==> config.mk <==
export PLATFORM = sky130hd
export DESIGN_NAME = slow_peripheral_responder_flat
export DESIGN_NICKNAME = d
export VERILOG_FILES = /design/src/rtl/slow_peripheral_responder_pkg.sv /design/src/rtl/slow_peripheral_responder_if.sv /design/src/rtl/slow_peripheral_responder_rdpipe.sv /design/src/rtl/slow_peripheral_responder.sv /design/src/flat_wrapper.sv
export SDC_FILE = /design/constraint.sdc
export NUM_CORES = 1
export LEC_CHECK = 0
export CORE_MARGIN = 2
export CORE_UTILIZATION = 30
export DETAILED_ROUTE_END_ITERATION = 6
export HOLD_SLACK_MARGIN = 0.02
export SLEW_MARGIN = 5
export SYNTH_ARGS = -nofsm -noshare
export SYNTH_HDL_FRONTEND = slang
export SYNTH_SLANG_ARGS = --single-unit
==> constraint.sdc <==
create_clock -name clk -period 3.6 [get_ports clk]
set_input_delay 0.36 -clock clk [delete_from_list [all_inputs] [get_ports clk]]
set_output_delay 0.36 -clock clk [all_outputs]
set_load 0.005 [all_outputs]
==> src/rtl/slow_peripheral_responder_pkg.sv <==
`default_nettype none
// ============================================================================
//  Module      : slow_peripheral_pkg
//  Description : Shared widths, FSM encoding and counter width for the slow
//                peripheral responder.
//  Revision    : 1.0 - initial release
// ============================================================================
package slow_peripheral_pkg;

    // Default bus geometry
    localparam int c_DEF_DATA_W = 32;
    localparam int c_DEF_ADDR_W = 4;

    // Width of the accepted-write counter exposed at the top address
    localparam int c_WRITE_COUNT_W = 32;

    // Command-acceptance FSM encoding
    typedef enum logic [0:0] {
        ST_IDLE = 1'b0,
        ST_WAIT = 1'b1
    } state_t;

endpackage : slow_peripheral_pkg
`default_nettype wire

==> src/rtl/slow_peripheral_responder_if.sv <==
`default_nettype none
// ============================================================================
//  Module      : slow_peripheral_responder_if
//  Description : Avalon-MM pipelined bus bundle between a master and the
//                slow peripheral responder.
//  Revision    : 1.0 - initial release
// ============================================================================
interface slow_peripheral_responder_if #(
    parameter int DATA_W = 32,
    parameter int ADDR_W = 4
);
    logic [ADDR_W-1:0]   address;
    logic [DATA_W/8-1:0] byteenable;
    logic                read;
    logic                write;
    logic [DATA_W-1:0]   writedata;
    logic                waitrequest;
    logic [DATA_W-1:0]   readdata;
    logic                readdatavalid;
    logic                endofpacket;

    modport master (
        output address, byteenable, read, write, writedata,
        input  waitrequest, readdata, readdatavalid, endofpacket
    );

    modport slave (
        input  address, byteenable, read, write, writedata,
        output waitrequest, readdata, readdatavalid, endofpacket
    );
endinterface : slow_peripheral_responder_if
`default_nettype wire

==> src/rtl/slow_peripheral_responder_rdpipe.sv <==
`default_nettype none
// ============================================================================
//  Module      : slow_peripheral_responder_rdpipe
//  Description : Fixed-latency read response pipeline carrying
//                {valid, eop, data}. Data and eop are forced to zero in any
//                stage that holds no response, so the output is clean when
//                readdatavalid is low. Reset flushes every stage.
//  Revision    : 1.0 - initial release
// ============================================================================
module slow_peripheral_responder_rdpipe #(
    parameter int DATA_W       = 32,
    parameter int READ_LATENCY = 3
) (
    input  wire logic              clk,
    input  wire logic              reset,
    input  wire logic              i_valid,
    input  wire logic              i_eop,
    input  wire logic [DATA_W-1:0] i_data,
    output logic                   o_valid,
    output logic                   o_eop,
    output logic [DATA_W-1:0]      o_data,
    output logic                   o_ret_next
);

    logic [READ_LATENCY-1:0] r_valid;
    logic [READ_LATENCY-1:0] r_eop;
    logic [DATA_W-1:0]       r_data [READ_LATENCY];

    // Shift responses one stage per cycle; flush on reset
    always_ff @(posedge clk) begin
        if (reset) begin
            r_valid <= '0;
            r_eop   <= '0;
            for (int s = 0; s < READ_LATENCY; s++) begin
                r_data[s] <= '0;
            end
        end else begin
            r_valid[0] <= i_valid;
            r_eop[0]   <= i_valid & i_eop;
            r_data[0]  <= i_valid ? i_data : '0;
            for (int s = 1; s < READ_LATENCY; s++) begin
                r_valid[s] <= r_valid[s-1];
                r_eop[s]   <= r_eop[s-1];
                r_data[s]  <= r_data[s-1];
            end
        end
    end

    assign o_valid = r_valid[READ_LATENCY-1];
    assign o_eop   = r_eop[READ_LATENCY-1];
    assign o_data  = r_data[READ_LATENCY-1];

    // o_ret_next flags a response that will be presented on the output next
    // cycle; the parent retires its pending count on that edge.
    generate
        if (READ_LATENCY == 1) begin : g_ret_lat1
            assign o_ret_next = i_valid;
        end else begin : g_ret_latn
            assign o_ret_next = r_valid[READ_LATENCY-2];
        end
    endgenerate

endmodule : slow_peripheral_responder_rdpipe
`default_nettype wire

==> src/rtl/slow_peripheral_responder.sv <==
`default_nettype none
// ============================================================================
//  Module      : slow_peripheral_responder
//  Description : Avalon-MM pipelined slave modelling a slow register-mapped
//                peripheral: programmable wait states, byte-enabled register
//                file, read-only write counter at the top address, fixed read
//                latency with a bounded number of outstanding reads and
//                endofpacket tagging of one address.
//  Revision    : 1.0 - initial release
// ============================================================================
module slow_peripheral_responder
    import slow_peripheral_pkg::*;
#(
    parameter int DATA_W       = c_DEF_DATA_W,
    parameter int ADDR_W       = c_DEF_ADDR_W,
    parameter int WAIT_STATES  = 2,
    parameter int READ_LATENCY = 3,
    parameter int MAX_PENDING  = 2,
    parameter int EOP_ADDR     = (2**ADDR_W) - 2
) (
    input  wire logic             clk,
    input  wire logic             reset,
    slow_peripheral_responder_if.slave bus
);

    localparam int                c_BYTES    = DATA_W / 8;
    localparam int                c_DEPTH    = 2**ADDR_W;
    localparam logic [ADDR_W-1:0] c_RO_ADDR  = ADDR_W'(c_DEPTH - 1);
    localparam logic [ADDR_W-1:0] c_EOP_ADDR = ADDR_W'(EOP_ADDR);
    localparam logic [3:0]        c_WS_LOAD  = (WAIT_STATES > 0) ? 4'(WAIT_STATES - 1) : 4'd0;
    localparam logic [3:0]        c_MAX_PEND = 4'(MAX_PENDING);

    state_t                     r_state;
    state_t                     w_state_next;
    logic [3:0]                 r_ws_cnt;
    logic [3:0]                 w_ws_cnt_next;
    logic [3:0]                 r_pending;
    logic [c_WRITE_COUNT_W-1:0] r_write_count;
    logic [DATA_W-1:0]          r_regs [c_DEPTH];

    logic              w_cmd;
    logic              w_accept;
    logic              w_pend_full;
    logic              w_wr_acc;
    logic              w_rd_acc;
    logic              w_ret;
    logic              w_rd_eop;
    logic [DATA_W-1:0] w_count_ext;
    logic [DATA_W-1:0] w_rd_data;

    // A simultaneous read and write is handled as a write
    assign w_cmd       = bus.read | bus.write;
    assign w_pend_full = (r_pending >= c_MAX_PEND);
    assign w_wr_acc    = w_accept & bus.write;
    assign w_rd_acc    = w_accept & bus.read & ~bus.write;

    // FSM register and wait-state counter
    always_ff @(posedge clk) begin
        if (reset) begin
            r_state  <= ST_IDLE;
            r_ws_cnt <= 4'd0;
        end else begin
            r_state  <= w_state_next;
            r_ws_cnt <= w_ws_cnt_next;
        end
    end

    // Next-state and acceptance decode
    always_comb begin
        w_state_next  = r_state;
        w_ws_cnt_next = r_ws_cnt;
        w_accept      = 1'b0;
        case (r_state)
            ST_IDLE: begin
                if (w_cmd) begin
                    if (WAIT_STATES == 0) begin
                        if (!w_pend_full) begin
                            w_accept = 1'b1;
                        end
                    end else begin
                        w_state_next  = ST_WAIT;
                        w_ws_cnt_next = c_WS_LOAD;
                    end
                end
            end
            ST_WAIT: begin
                if (!w_cmd) begin
                    // Master withdrew the command: abandon it silently
                    w_state_next = ST_IDLE;
                end else if (r_ws_cnt != 4'd0) begin
                    w_ws_cnt_next = r_ws_cnt - 4'd1;
                end else if (!w_pend_full) begin
                    w_accept     = 1'b1;
                    w_state_next = ST_IDLE;
                end
            end
            default: begin
                w_state_next = ST_IDLE;
            end
        endcase
    end

    assign bus.waitrequest = w_cmd & ~w_accept;

    // Byte-lane register writes; the top address is read-only
    always_ff @(posedge clk) begin
        if (reset) begin
            for (int w = 0; w < c_DEPTH; w++) begin
                r_regs[w] <= '0;
            end
        end else if (w_wr_acc && (bus.address != c_RO_ADDR)) begin
            for (int b = 0; b < c_BYTES; b++) begin
                if (bus.byteenable[b]) begin
                    r_regs[bus.address][b*8 +: 8] <= bus.writedata[b*8 +: 8];
                end
            end
        end
    end

    // Count every accepted write, including those to the read-only address
    always_ff @(posedge clk) begin
        if (reset) begin
            r_write_count <= '0;
        end else if (w_wr_acc) begin
            r_write_count <= r_write_count + 1'b1;
        end
    end

    // Read data is taken from current register state, before this edge's write
    assign w_count_ext = DATA_W'(r_write_count);
    assign w_rd_data   = (bus.address == c_RO_ADDR) ? w_count_ext : r_regs[bus.address];
    assign w_rd_eop    = (bus.address == c_EOP_ADDR);

    // Outstanding reads: a read leaves the count on the edge that raises its
    // readdatavalid, so the registered count alone gates acceptance.
    always_ff @(posedge clk) begin
        if (reset) begin
            r_pending <= 4'd0;
        end else begin
            case ({w_rd_acc, w_ret})
                2'b10:   r_pending <= r_pending + 4'd1;
                2'b01:   r_pending <= r_pending - 4'd1;
                default: r_pending <= r_pending;
            endcase
        end
    end

    slow_peripheral_responder_rdpipe #(
        .DATA_W       (DATA_W),
        .READ_LATENCY (READ_LATENCY)
    ) u_rdpipe (
        .clk        (clk),
        .reset      (reset),
        .i_valid    (w_rd_acc),
        .i_eop      (w_rd_eop),
        .i_data     (w_rd_data),
        .o_valid    (bus.readdatavalid),
        .o_eop      (bus.endofpacket),
        .o_data     (bus.readdata),
        .o_ret_next (w_ret)
    );

endmodule : slow_peripheral_responder
`default_nettype wire

==> src/flat_wrapper.sv <==
// flat-port wrapper written by rule: the top's interface ports become plain ports
module slow_peripheral_responder_flat import slow_peripheral_pkg::*;
#(
    parameter int DATA_W       = c_DEF_DATA_W,
    parameter int ADDR_W       = c_DEF_ADDR_W,
    parameter int WAIT_STATES  = 2,
    parameter int READ_LATENCY = 3,
    parameter int MAX_PENDING  = 2,
    parameter int EOP_ADDR     = (2**ADDR_W) - 2
)
  (clk, reset, bus_address, bus_byteenable, bus_read, bus_write, bus_writedata, bus_waitrequest, bus_readdata, bus_readdatavalid, bus_endofpacket);
  slow_peripheral_responder_if #(.DATA_W(DATA_W), .ADDR_W(ADDR_W)) bus_i ();
  input  wire logic clk;
  input  wire logic reset;
  input wire logic [$bits(bus_i.address)-1:0] bus_address;
  input wire logic [$bits(bus_i.byteenable)-1:0] bus_byteenable;
  input wire logic [$bits(bus_i.read)-1:0] bus_read;
  input wire logic [$bits(bus_i.write)-1:0] bus_write;
  input wire logic [$bits(bus_i.writedata)-1:0] bus_writedata;
  output wire logic [$bits(bus_i.waitrequest)-1:0] bus_waitrequest;
  output wire logic [$bits(bus_i.readdata)-1:0] bus_readdata;
  output wire logic [$bits(bus_i.readdatavalid)-1:0] bus_readdatavalid;
  output wire logic [$bits(bus_i.endofpacket)-1:0] bus_endofpacket;
  assign bus_i.address = bus_address;
  assign bus_i.byteenable = bus_byteenable;
  assign bus_i.read = bus_read;
  assign bus_i.write = bus_write;
  assign bus_i.writedata = bus_writedata;
  assign bus_waitrequest = bus_i.waitrequest;
  assign bus_readdata = bus_i.readdata;
  assign bus_readdatavalid = bus_i.readdatavalid;
  assign bus_endofpacket = bus_i.endofpacket;
  slow_peripheral_responder #(.DATA_W(DATA_W), .ADDR_W(ADDR_W), .WAIT_STATES(WAIT_STATES), .READ_LATENCY(READ_LATENCY), .MAX_PENDING(MAX_PENDING), .EOP_ADDR(EOP_ADDR)) u_core (.clk(clk), .reset(reset), .bus(bus_i));
endmodule
After elaboration in Yosys (flattened, before gate mapping)
Memories as Yosys holds them, arrays and structs flattened.
Cells that the tools add are included.
{"block": "word_totals", "output_inout_bits": 35, "register_bits": 47, "elab_cells": 79, "latchBits": 0, "memories": 2, "ramBits": 608, "romBits": 0, "inputBits": 44}
{"name": "u_core.r_regs", "depth": 16, "width": 32, "rd": 1, "rd_ports_with_merged_regs": 0, "wr": 16, "line_no": "slow_peripheral_responder.sv:39", "source": "logic [DATA_W-1:0] r_regs [c_DEPTH];"}
{"name": "u_core.u_rdpipe.r_data", "depth": 3, "width": 32, "rd": 3, "rd_ports_with_merged_regs": 0, "wr": 3, "line_no": "slow_peripheral_responder_rdpipe.sv:27", "source": "logic [DATA_W-1:0] r_data [READ_LATENCY];"}
{"block": "classes", "n_mux": 41, "add_sub_neg": 4, "n_lt_le_gt_ge": 1, "bitwise_logic": 12, "n_reduce_logical": 5, "n_shift": 0, "n_eq_ne": 8, "mul": 0, "div_mod_pow": 0}
{"operator": "32-bit two-way mux", "count": 6}
{"operator": "32-bit by 1-bit adder with 32-bit output (second input constant)", "count": 1}
{"operator": "32-bit OR reduction", "count": 1}
{"operator": "1-bit two-way mux", "count": 27}
{"operator": "4-bit two-way mux", "count": 5}
{"operator": "4-bit case mux with 2 select lines", "count": 2}
{"operator": "4-bit == test (second input constant)", "count": 2}
{"operator": "4-bit by 1-bit subtractor with 4-bit output (second input constant)", "count": 2}
{"operator": "1-bit AND", "count": 5}
{"operator": "4-bit by 1-bit adder with 4-bit output (second input constant)", "count": 1}
{"operator": "4-bit by 2-bit >= comparator with 1-bit output (second input constant)", "count": 1}
{"operator": "2-bit inequality test (second input constant)", "count": 2}
{"operator": "4-bit inequality test (second input constant)", "count": 1}
{"operator": "1-bit bitwise OR", "count": 4}
{"operator": "4-bit nonzero test", "count": 1}
{"operator": "1-bit NOT", "count": 3}
{"operator": "3-bit AND reduction", "count": 1}
{"operator": "2-bit by 1-bit == test with 1-bit output (second input constant)", "count": 1}
{"operator": "2-bit == test (second input constant)", "count": 1}
{"operator": "2-bit by 1-bit inequality test with 1-bit output (second input constant)", "count": 1}
{"operator": "1-bit case mux with 2 select lines", "count": 1}
{"operator": "2-bit nonzero test", "count": 1}
{"operator": "1-bit logical AND", "count": 1}

Longest topological paths before layout
Gate-level depths: netlist of the first run.
{"block": "logic_depth", "word_depth": 12, "ltp_mapped": 14, "mapped_depth_nobuf": 12}

Hierarchy
A second synthesis of the first run with hierarchy kept.
{"block": "unflattened", "cells_unflattened": 1878, "hier_area_um2": 27641.5}
{"module": "slow_peripheral_responder", "area_each_um2": 24572.3, "n_inst": 1, "cells_each": 1628}
{"module": "slow_peripheral_responder_rdpipe", "area_each_um2": 3069.2, "n_inst": 1, "cells_each": 250}

Worst setup path before layout of the first run
No wires, ideal clock.
{"block": "synth_path", "kind": "reg2reg", "startpoint": "register u_core.r_ws_cnt[0]", "endpoint": "register u_core.r_pending[2]", "t_required_ps": 3530, "arrival_time_ps": 2691, "synth_period_minus_slack_ps": 2762, "stages_incl_launch_ff": 15, "setup_ps": 70, "path_slack_ps": 838, "path_cell_list": "dfxtp_1 > inv_1 > ha_1 > and4bb_2 > buf_2 > buf_2 > and2_1 > nand3b_1 > ha_1 > xor2_1 > ha_1 > a21oi_1 > xor2_1 > or3_1 > a21oi_1"}
{"block": "synth_between", "elab_chain_len": 8}
{"item": "start, declared", "line_no": "slow_peripheral_responder.sv:35", "source": "logic [3:0] r_ws_cnt;"}
{"item": "start signal, assigned", "line_no": "slow_peripheral_responder.sv:64", "source": "r_ws_cnt <= w_ws_cnt_next;"}
{"item": "4-bit nonzero test (*)", "line_no": "slow_peripheral_responder.sv:90", "source": "end else if (r_ws_cnt != 4'd0) begin"}
{"item": "1-bit two-way mux (*)", "line_no": "slow_peripheral_responder.sv:90"}
{"item": "1-bit two-way mux (*)", "line_no": "slow_peripheral_responder.sv:87", "source": "if (!w_cmd) begin"}
{"item": "1-bit two-way mux (*)", "line_no": "slow_peripheral_responder.sv:73", "source": "case (r_state)"}
{"item": "1-bit AND (*) (2 in series)", "line_no": "slow_peripheral_responder.sv:55", "source": "assign w_rd_acc = w_accept & bus.read & ~bus.write;"}
{"item": "2-bit by 1-bit == test with 1-bit output / 2-bit == test (equally long branches)", "line_no": "slow_peripheral_responder.sv:140", "source": "case ({w_rd_acc, w_ret})"}
{"item": "4-bit case mux with 2 select lines / 2-bit nonzero test (equally long branches)"}
{"item": "end signal, assigned", "line_no": "slow_peripheral_responder.sv:141", "source": "2'b10: r_pending <= r_pending + 4'd1;"}
{"item": "end signal, assigned", "line_no": "slow_peripheral_responder.sv:142", "source": "2'b01: r_pending <= r_pending - 4'd1;"}
{"item": "end signal, assigned", "line_no": "slow_peripheral_responder.sv:143", "source": "default: r_pending <= r_pending;"}
{"item": "end, declared", "line_no": "slow_peripheral_responder.sv:37", "source": "logic [3:0] r_pending;"}
Every way passes the cells marked *; elsewhere a longest branch is shown, timed or not.
A chain may end at the register's enable or synchronous reset.

Worst setup path after layout of the first run
{"block": "layout_path", "startpoint": "register u_core.r_ws_cnt[0]", "endpoint": "output bus_waitrequest"}
{"block": "layout_between", "elab_chain_len": 6}
{"item": "4-bit nonzero test", "line_no": "slow_peripheral_responder.sv:90"}
{"item": "1-bit two-way mux", "line_no": "slow_peripheral_responder.sv:90"}
{"item": "1-bit two-way mux", "line_no": "slow_peripheral_responder.sv:87"}
{"item": "1-bit two-way mux", "line_no": "slow_peripheral_responder.sv:73"}
{"item": "1-bit NOT", "line_no": "slow_peripheral_responder.sv:103", "source": "assign bus.waitrequest = w_cmd & ~w_accept;"}
{"item": "1-bit AND", "line_no": "slow_peripheral_responder.sv:103"}
{"item": "end, declared", "line_no": "flat_wrapper.sv:20", "source": "output wire logic [$bits(bus_i.waitrequest)-1:0] bus_waitrequest;"}
Every way passes these cells.

==> PnR_summary.wiki, run 1 <==
{| class="wikitable"
! Metric !! Value
|-
| Setup crit start kind || register
|-
| Largest fanout on the critical path || 20
|-
| Clock latency on the worst-skew pair || 660 ps
|-
| YS warnings || 0
|-
| Buffer cell driving the clock tree root || sky130_fd_sc_hd__clkbuf_16
|-
| Critical Path AT || approximately 2900 ps
|-
| Count of state elements after synthesis || ~620
|-
| Busiest grt layer || met2
|-
| Post-CTS Setup Repair Bufs || 0
|-
| HP Start || u_core.u_rdpipe.r_data[0][44]
|-
| Number of nets with antenna violations after routing || 0
|-
| First-pass iteration count of the detailed router || 5
|-
| Aggregate routed wire length || around 74000 um
|-
| Average footprint of a synthesized cell || approximately 13 sq um
|-
| Fin. max-slew vios || 0
|-
| Number of hold-slack violations in the final timing report || 0
|-
| WHS || around 430 ps
|-
| Post-Synthesis Net Count || about 2.2k
|-
| Required arrival time at the worst endpoint || around 3200 ps
|-
| Post-Syn Area || 27800 sq um
|-
| Io pins || 79
|-
| RePlAce Congestion || about 0.86
|-
| Overall overflow remaining after global route || 0
|-
| Buffers and inverters on the worst path || 2
|-
| Via count normalized by instance count || 4.94
|-
| Fraction of met3 tracks used by global routing || 0.0281
|-
| RSZ-0062 raised after global routing || false
|-
| Height of the die || 309 um
|-
| Finish-stage setup viols || 0
|-
| Clock input transition at the sequential cells of the worst setup and hold paths || 60 ps
|-
| TritonCTS clock tree || done
|-
| Setup Skew || 35.8 ps
|-
| Layout cell share with drive strength beyond 1 || 0.178
|-
| Final Net Count || 2212
|-
| Headroom to the max-slew limit || 0.104
|-
| Post-synthesis instance total || 2134
|-
| Final worst path period share || 0.901
|-
| Crit-path leading delay family || simple AND/OR/NAND/NOR gates
|-
| Final total negative setup slack || 0 ps
|-
| Startpoint-to-endpoint class of the critical path || reg -> out
|-
| Via count of the routed design || 17.1k
|-
| Outcome || completed
|-
| Number of global-route vias before repair || between 15k and 20k
|-
| Most common cell after layout, fill and taps aside || sky130_fd_sc_hd__edfxtp_1
|-
| Reg2Reg Launch Point || u_core.r_ws_cnt[0]
|-
| Area contributors post-synth || sky130_fd_sc_hd__edfxtp_1, sky130_fd_sc_hd__dfxtp_1, sky130_fd_sc_hd__and2_1
|-
| Period minus WS final || 3240 ps
|-
| CTS H-tree depth || 2
|-
| Max Cap Viol || 0
|-
| Initial standard-cell utilization of the core || 0.303
|-
| Area enclosed by the die boundary || 95200 sq um
|-
| Source of the critical timing path || u_core.r_ws_cnt[0]
|-
| GRT met2 Usage || 0.262
|-
| Die width || 309 um
|-
| Highest cell delay on the worst timing path || 600 ps
|-
| Number of clock buffers inserted by TritonCTS || 60
|-
| Category of the worst setup path capture point || output pin
|-
| GRT met1 Usage || 0.196
|-
| Number of synthesized flops with an enable pin || 480
|-
| Worst VDD drop || 0.000375 V
|-
| Top library cells by usage in the layout, fill and taps aside || sky130_fd_sc_hd__edfxtp_1, sky130_fd_sc_hd__and2_1, sky130_fd_sc_hd__dfxtp_1
|-
| Power per Cell Area || 472 nW/um^2
|-
| Worst-Margin Slew || 1330 ps
|-
| Final routed wire length divided by cell count || 21.3 um
|-
| Kind of path behind the tightest hold check || reg -> reg
|-
| Core footprint || 91800 sq um
|-
| First-pass GRT wire length || between 100000 and 150000 um
|-
| Port Buffers || 78
|-
| CP max stage cell || sky130_fd_sc_hd__clkdlybuf4s50_1
|-
| Final HPWL from detailed placement || 50300 um
|-
| Standby leakage power || around 0.012 uW
|-
| Site Rows || 111
|-
| Number of antenna diodes || 0
|-
| Initial detailed-routing violation count || 1660
|-
| Top-area cell type share of the netlist area || 0.518
|-
| Post-synthesis cell type count || 54
|-
| Portion of the post-synthesis area used by sequential elements || 0.621
|-
| Num Clock Sinks || slightly above 600
|-
| Synth Flop Type || sky130_fd_sc_hd__edfxtp_1
|-
| Area Growth Syn to Fin || 14.3%
|-
| Crit-path cells || inv_1 > ha_1 > and4bb_2 > and2_1 > nor2_1 > clkdlybuf4s50_1
|-
| Largest net degree at the start of global routing || 70
|-
| Deepest clock path buffer count || 3
|-
| Number of antenna violations at the first check in global routing || 12
|-
| Maximum achievable frequency || 308 MHz
|-
| All-layer global routing usage || 0.154
|-
| Largest area contributor in the netlist || sky130_fd_sc_hd__edfxtp_1
|-
| Detailed-route DRC error count || 0
|-
| Proportion of register bits with asynchronous set or reset after synthesis || 0
|}
==> metal layers <==
layer  part of all wire  vias up
met5             0.0016        -
met4              0.032       18
met3              0.060      143
met2               0.49      492
met1               0.42     8585
li1                   -     7841
==> worst reg2reg max path, stage by stage, from the launching register on <==
cell and delay (ps):
sky130_fd_sc_hd__dfxtp_1 340, sky130_fd_sc_hd__inv_1 80, sky130_fd_sc_hd__ha_1 200, sky130_fd_sc_hd__and4bb_2 490
sky130_fd_sc_hd__and2_1 260, sky130_fd_sc_hd__nand3b_1 160, sky130_fd_sc_hd__ha_1 310, sky130_fd_sc_hd__xor2_1 170
sky130_fd_sc_hd__ha_1 210, sky130_fd_sc_hd__a21oi_1 150, sky130_fd_sc_hd__xor2_1 100, sky130_fd_sc_hd__or3_1 330
sky130_fd_sc_hd__a21oi_1 150
==> synthesized netlist by cell type, types with 11 or more instances <==
master                      count
sky130_fd_sc_hd__a211oi_1      32
sky130_fd_sc_hd__buf_4         34
sky130_fd_sc_hd__mux2_2        70
sky130_fd_sc_hd__nor2_1        33
sky130_fd_sc_hd__dfxtp_1      143
sky130_fd_sc_hd__buf_1         12
sky130_fd_sc_hd__and2_1       452
sky130_fd_sc_hd__a2bb2oi_1     29
sky130_fd_sc_hd__nand3_1       26
sky130_fd_sc_hd__edfxtp_1     480
sky130_fd_sc_hd__or4_1         14
sky130_fd_sc_hd__and3_1        49
sky130_fd_sc_hd__o21ai_0       15
sky130_fd_sc_hd__clkbuf_1     119
sky130_fd_sc_hd__inv_1         12
sky130_fd_sc_hd__o22ai_1       32
sky130_fd_sc_hd__o221a_2       32
sky130_fd_sc_hd__o221ai_1      32
sky130_fd_sc_hd__o21a_1        32
sky130_fd_sc_hd__or3_1         11
sky130_fd_sc_hd__nand4_1       14
sky130_fd_sc_hd__mux2i_1       65
sky130_fd_sc_hd__nor3_1        16
sky130_fd_sc_hd__o31ai_1       14
sky130_fd_sc_hd__buf_2         25
sky130_fd_sc_hd__nand2_1       47
sky130_fd_sc_hd__nor2b_1       78
sky130_fd_sc_hd__or2_2         56
sky130_fd_sc_hd__a21oi_1       62
sky130_fd_sc_hd__mux4_2        32
==> state kept, by name, summed over array words and instances (netlist names) <==
register and flops:
u_core.r_write_count 32, u_core.r_pending 4, u_core.r_state 1, u_core.u_rdpipe.r_valid 3, u_core.r_regs 480, u_core.u_rdpipe.r_data 96
u_core.u_rdpipe.r_eop 3, u_core.r_ws_cnt 4
==> cell families after synthesis <==
family / count (synthesis) / share of synthesized area
AOI/OAI and AO/OA: 286 / 0.0759
xor gates and xnor gates: 8 / 0.00252
adders and majority gates: 5 / 0.00225
buffers and inverters: 202 / 0.0330
DFF: 623 / 0.621
muxes: 167 / 0.0776
and+or+nand+nor: 843 / 0.188
==> report_power, final <==
group	internal [uW]	total (uW)	switching (uW)
Combinational	336	987	651
Clock	3270	6020	2750
Sequential	7920	7990	72.4
==> stage by stage <==
| stage | cell area (sq um) | util | std cells | power, uW | setup WS, ps |
|---|---|---|---|---|---|
| after floorplan | 27800 | - | 2134 | 8710 | 838 |
| after global placement | 29900 | 0.326 | 3343 | 9110 | 361 |
| after detailed placement | 29900 | 0.326 | 3343 | 9130 | 284 |
| after CTS | 31800 | 0.346 | 3455 | 15100 | 353 |
| after global routing | 31800 | 0.346 | 3455 | 15400 | 252 |
| final | 31800 | 0.346 | 3455 | 15000 | 355 |
==> final cells by class <==
cell class	count	area [sq um]
Timing Repair Buffer	157	1400
Clock buffer	82	1680
Inverter	12	45.0
Multi-Input combinational cell	1309	9650
Clock inverter	29	190
Tap cell	1243	1560
Sequential cell	623	17300
Fill cell	8929	60000
==> final timing paths <==
path | to | slack [ps] | cells past startpoint
hold reg to reg | u_core.u_rdpipe.r_data[0][76] | 430 | 1
hold / removal | u_core.u_rdpipe.r_data[0][76] | 430 | 1
setup reg to reg | u_core.r_pending[2] | 560 | 12
setup / recovery | bus_waitrequest | 360 | 6
==> what timing repair did <==
action / CTS / global route
endpoints found under the hold margin: 8 / 0
gates resized for setup: 0 / 0
hold buffers: 1 / 0
Power figures use the tool's default switching activity.
==> inputs of run 2 (changes only) <==
--- a/config.mk
+++ b/config.mk
@@ -9,6 +9,7 @@
 export CORE_UTILIZATION = 30
 export DETAILED_ROUTE_END_ITERATION = 6
 export HOLD_SLACK_MARGIN = 0.02
+export MAX_ROUTING_LAYER = met4
 export SLEW_MARGIN = 5
 export SYNTH_ARGS = -nofsm -noshare
 export SYNTH_HDL_FRONTEND = slang
==> run 2 against run 1 <==
Effect of this change:
- clock skew shrank 3.9 ps
- critical path depth unchanged
- largest cell class unchanged
- non-clock buffer count unchanged
- cell count grew 0.32%
- fmax is essentially flat
- via count rose by 0.56%
==> PnR_summary.wiki, run 2 (synthesis results as in run 1) <==
{| class="wikitable"
! Metric !! Value
|-
| Worst VDD drop || 0.000375 V (about the same)
|-
| First-pass iteration count of the detailed router || 6 (+1)
|-
| Power per Cell Area || 471 nW/um^2 (-0.12%)
|-
| Largest registers in the final layout || u_core.r_regs (480), u_core.u_rdpipe.r_data (96), u_core.r_write_count (32)
|-
| Largest fanout on the critical path || 20 (unchanged)
|-
| Site Rows || 111 (unchanged)
|-
| Final worst path period share || 0.901 (about the same)
|-
| CTS H-tree depth || 2 (unchanged)
|-
| Fraction of power consumed by sequential logic || 0.533 (about the same)
|-
| Num Clock Sinks || 623 (unchanged)
|-
| Kind of path behind the tightest hold check || reg -> reg
|-
| Overall overflow remaining after global route || 0 (unchanged)
|-
| Via count normalized by instance count || 4.95 (+0.24%)
|-
| Final routed wire length divided by cell count || 21.3 um (-0.33%)
|-
| Worst-Margin Slew || 1420 ps (+86.9 ps)
|-
| Period minus WS final || 3240 ps (-1.43 ps)
|-
| Largest net degree at the start of global routing || 70 (unchanged)
|-
| Reg2Reg Launch Point || u_core.r_ws_cnt[0]
|-
| Internal Dissipation || 11500 uW (unchanged)
|-
| Buffer cell driving the clock tree root || sky130_fd_sc_hd__clkbuf_16
|-
| Sw power || 3470 uW (-0.15%)
|-
| TritonCTS clock tree || done
|-
| Deepest clock path buffer count || 3 (unchanged)
|-
| RePlAce Congestion || 0.869 (+1.6%)
|-
| Maximum achievable frequency || 308 MHz (about the same)
|-
| Final Net Count || 2212 (unchanged)
|-
| Layout cell share with drive strength beyond 1 || 0.178 (unchanged)
|-
| Standby leakage power || 0.0115 uW (about the same)
|-
| Outcome || completed
|-
| Category of the worst setup path capture point || output pin
|-
| Largest reg by FF count || u_core.r_regs
|-
| End-of-flow core utilization || 0.347 (about the same)
|-
| Switching part of the total || 0.231 (-0.000275)
|-
| Aggregate routed wire length || 73700 um (about the same)
|-
| Final-layout fill cell count || 8926 (-0.034%)
|-
| Number of global-route vias before repair || 17.4k (-0.38%)
|-
| Clock input transition at the sequential cells of the worst setup and hold paths || 60 ps (about the same)
|-
| Finish-stage setup viols || 0 (unchanged)
|-
| Source of the critical timing path || u_core.r_ws_cnt[0]
|-
| Top library cells by usage in the layout, fill and taps aside || sky130_fd_sc_hd__edfxtp_1, sky130_fd_sc_hd__and2_1, sky130_fd_sc_hd__dfxtp_1
|-
| Total power of the final layout || 15000 uW (about the same)
|-
| Port Buffers || 78 (unchanged)
|-
| All-layer global routing usage || 0.158 (+0.00464)
|-
| First-pass GRT wire length || 110000 um (about the same)
|-
| Required arrival time at the worst endpoint || 3240 ps (about the same)
|-
| Height of the die || 309 um (unchanged)
|-
| Count of hold buffers inserted by post-cts repair || 1 (unchanged)
|-
| Clock latency on the worst-skew pair || 650 ps (about the same)
|-
| Final total negative setup slack || 0 ps (unchanged)
|-
| Max Cap Viol || 0 (unchanged)
|-
| Die width || 309 um (unchanged)
|-
| Setup Skew || 32.0 ps (-3.89 ps)
|-
| Critical Path AT || 2880 ps (about the same)
|-
| RSZ-0062 raised after global routing || false
|-
| Clk network pwr share || 0.401 (about the same)
|-
| Number of hold-slack violations in the final timing report || 0 (unchanged)
|-
| Detailed-route DRC error count || 0 (unchanged)
|-
| Most common cell after layout, fill and taps aside || sky130_fd_sc_hd__edfxtp_1
|-
| Number of nets with antenna violations after routing || 0 (unchanged)
|-
| Area Growth Syn to Fin || 14.4% (about the same)
|-
| Io pins || 79 (unchanged)
|-
| Resize count post-CTS || 0 (unchanged)
|-
| Post-CTS Setup Repair Bufs || 0 (unchanged)
|-
| Initial detailed-routing violation count || 1501 (-9.6%)
|-
| Fin. max-slew vios || 0 (unchanged)
|-
| Combinational power share || 0.066 (about the same)
|-
| Startpoint-to-endpoint class of the critical path || reg -> out
|-
| Core footprint || 91800 sq um (unchanged)
|-
| Initial standard-cell utilization of the core || 0.303 (unchanged)
|-
| Headroom to the max-slew limit || 0.0460 (-0.0584)
|-
| Number of antenna violations at the first check in global routing || 12 (unchanged)
|-
| Final HPWL from detailed placement || 50300 um (unchanged)
|-
| Area enclosed by the die boundary || 95200 sq um (unchanged)
|-
| Number of clock buffers inserted by TritonCTS || 60 (unchanged)
|-
| Setup crit start kind || register
|-
| HP Start || u_core.u_rdpipe.r_data[0][44]
|-
| Flip-flop count of the largest register after layout || 480 (unchanged)
|-
| Via count of the routed design || 17.2k (+0.56%)
|}
## run 2: cell types whose count changed in the layout (fill, tap and decap cells not counted)
cell	change
sky130_fd_sc_hd__diode_2	+11
## run 2: final cells by class
cell class | count | area [sq um] | share of cell area
Inverter | 12 | 45.0 | 0.00142
Antenna cell | 11 | 27.5 | 0.000865
Multi-Input combinational cell | 1309 | 9650 | 0.303
Clock inverter | 29 | 190 | 0.00598
Timing Repair Buffer | 157 | 1400 | 0.0438
Tap cell | 1243 | 1560 | 0.0489
Sequential cell | 623 | 17300 | 0.543
Clock buffer | 82 | 1680 | 0.0527
## run 2: power by group through the flow
stage / Sequential (uW) / Combinational [uW] / Clock (uW)
detailed placement: 8150 / 986 / 0
global route: 8000 / 1050 / 6380
floorplan: 8110 / 604 / 0
finish: 7990 / 986 / 6010
CTS: 7990 / 990 / 6130
global placement: 8140 / 968 / 0
## run 2: worst paths after layout
path | endpoint | slack, ps | cells past startpoint
setup / recovery | bus_waitrequest | 360 | 6
hold / removal | u_core.u_rdpipe.r_data[0][76] | 430 | 1
setup reg to reg | u_core.r_pending[2] | 570 | 12
hold reg to reg | u_core.u_rdpipe.r_data[0][76] | 430 | 1
## run 2: critical path: stages (launching register included)
cell and delay (ps):
sky130_fd_sc_hd__dfxtp_1 390, sky130_fd_sc_hd__inv_1 70, sky130_fd_sc_hd__ha_1 230, sky130_fd_sc_hd__and4bb_2 380, sky130_fd_sc_hd__and2_1 230, sky130_fd_sc_hd__nor2_1 320, sky130_fd_sc_hd__clkdlybuf4s50_1 600
## run 2: metrics by stage
step | hold WS (ps) | instances | cell area (sq um) | setup WS, ps
6_report | 433 | 3466 | 31800 | 357
3_5_place_dp | 420 | 3343 | 29900 | 284
4_1_cts | 436 | 3455 | 31800 | 353
2_1_floorplan | 414 | 2134 | 27800 | 838
5_1_grt | 454 | 3464 | 31800 | 252
3_3_place_gp | 418 | 3343 | 29900 | 361
## run 2: routing by layer
metal  wire length, um  up-vias  part of all wire  GRT usage
met1             30600     8644              0.41      0.195
li1                  -     7859                 -          -
met3              4680      144             0.063     0.0280
met5                 0        -                 0          -
met4              2250        0             0.031     0.0505
met2             36200      527              0.49      0.263
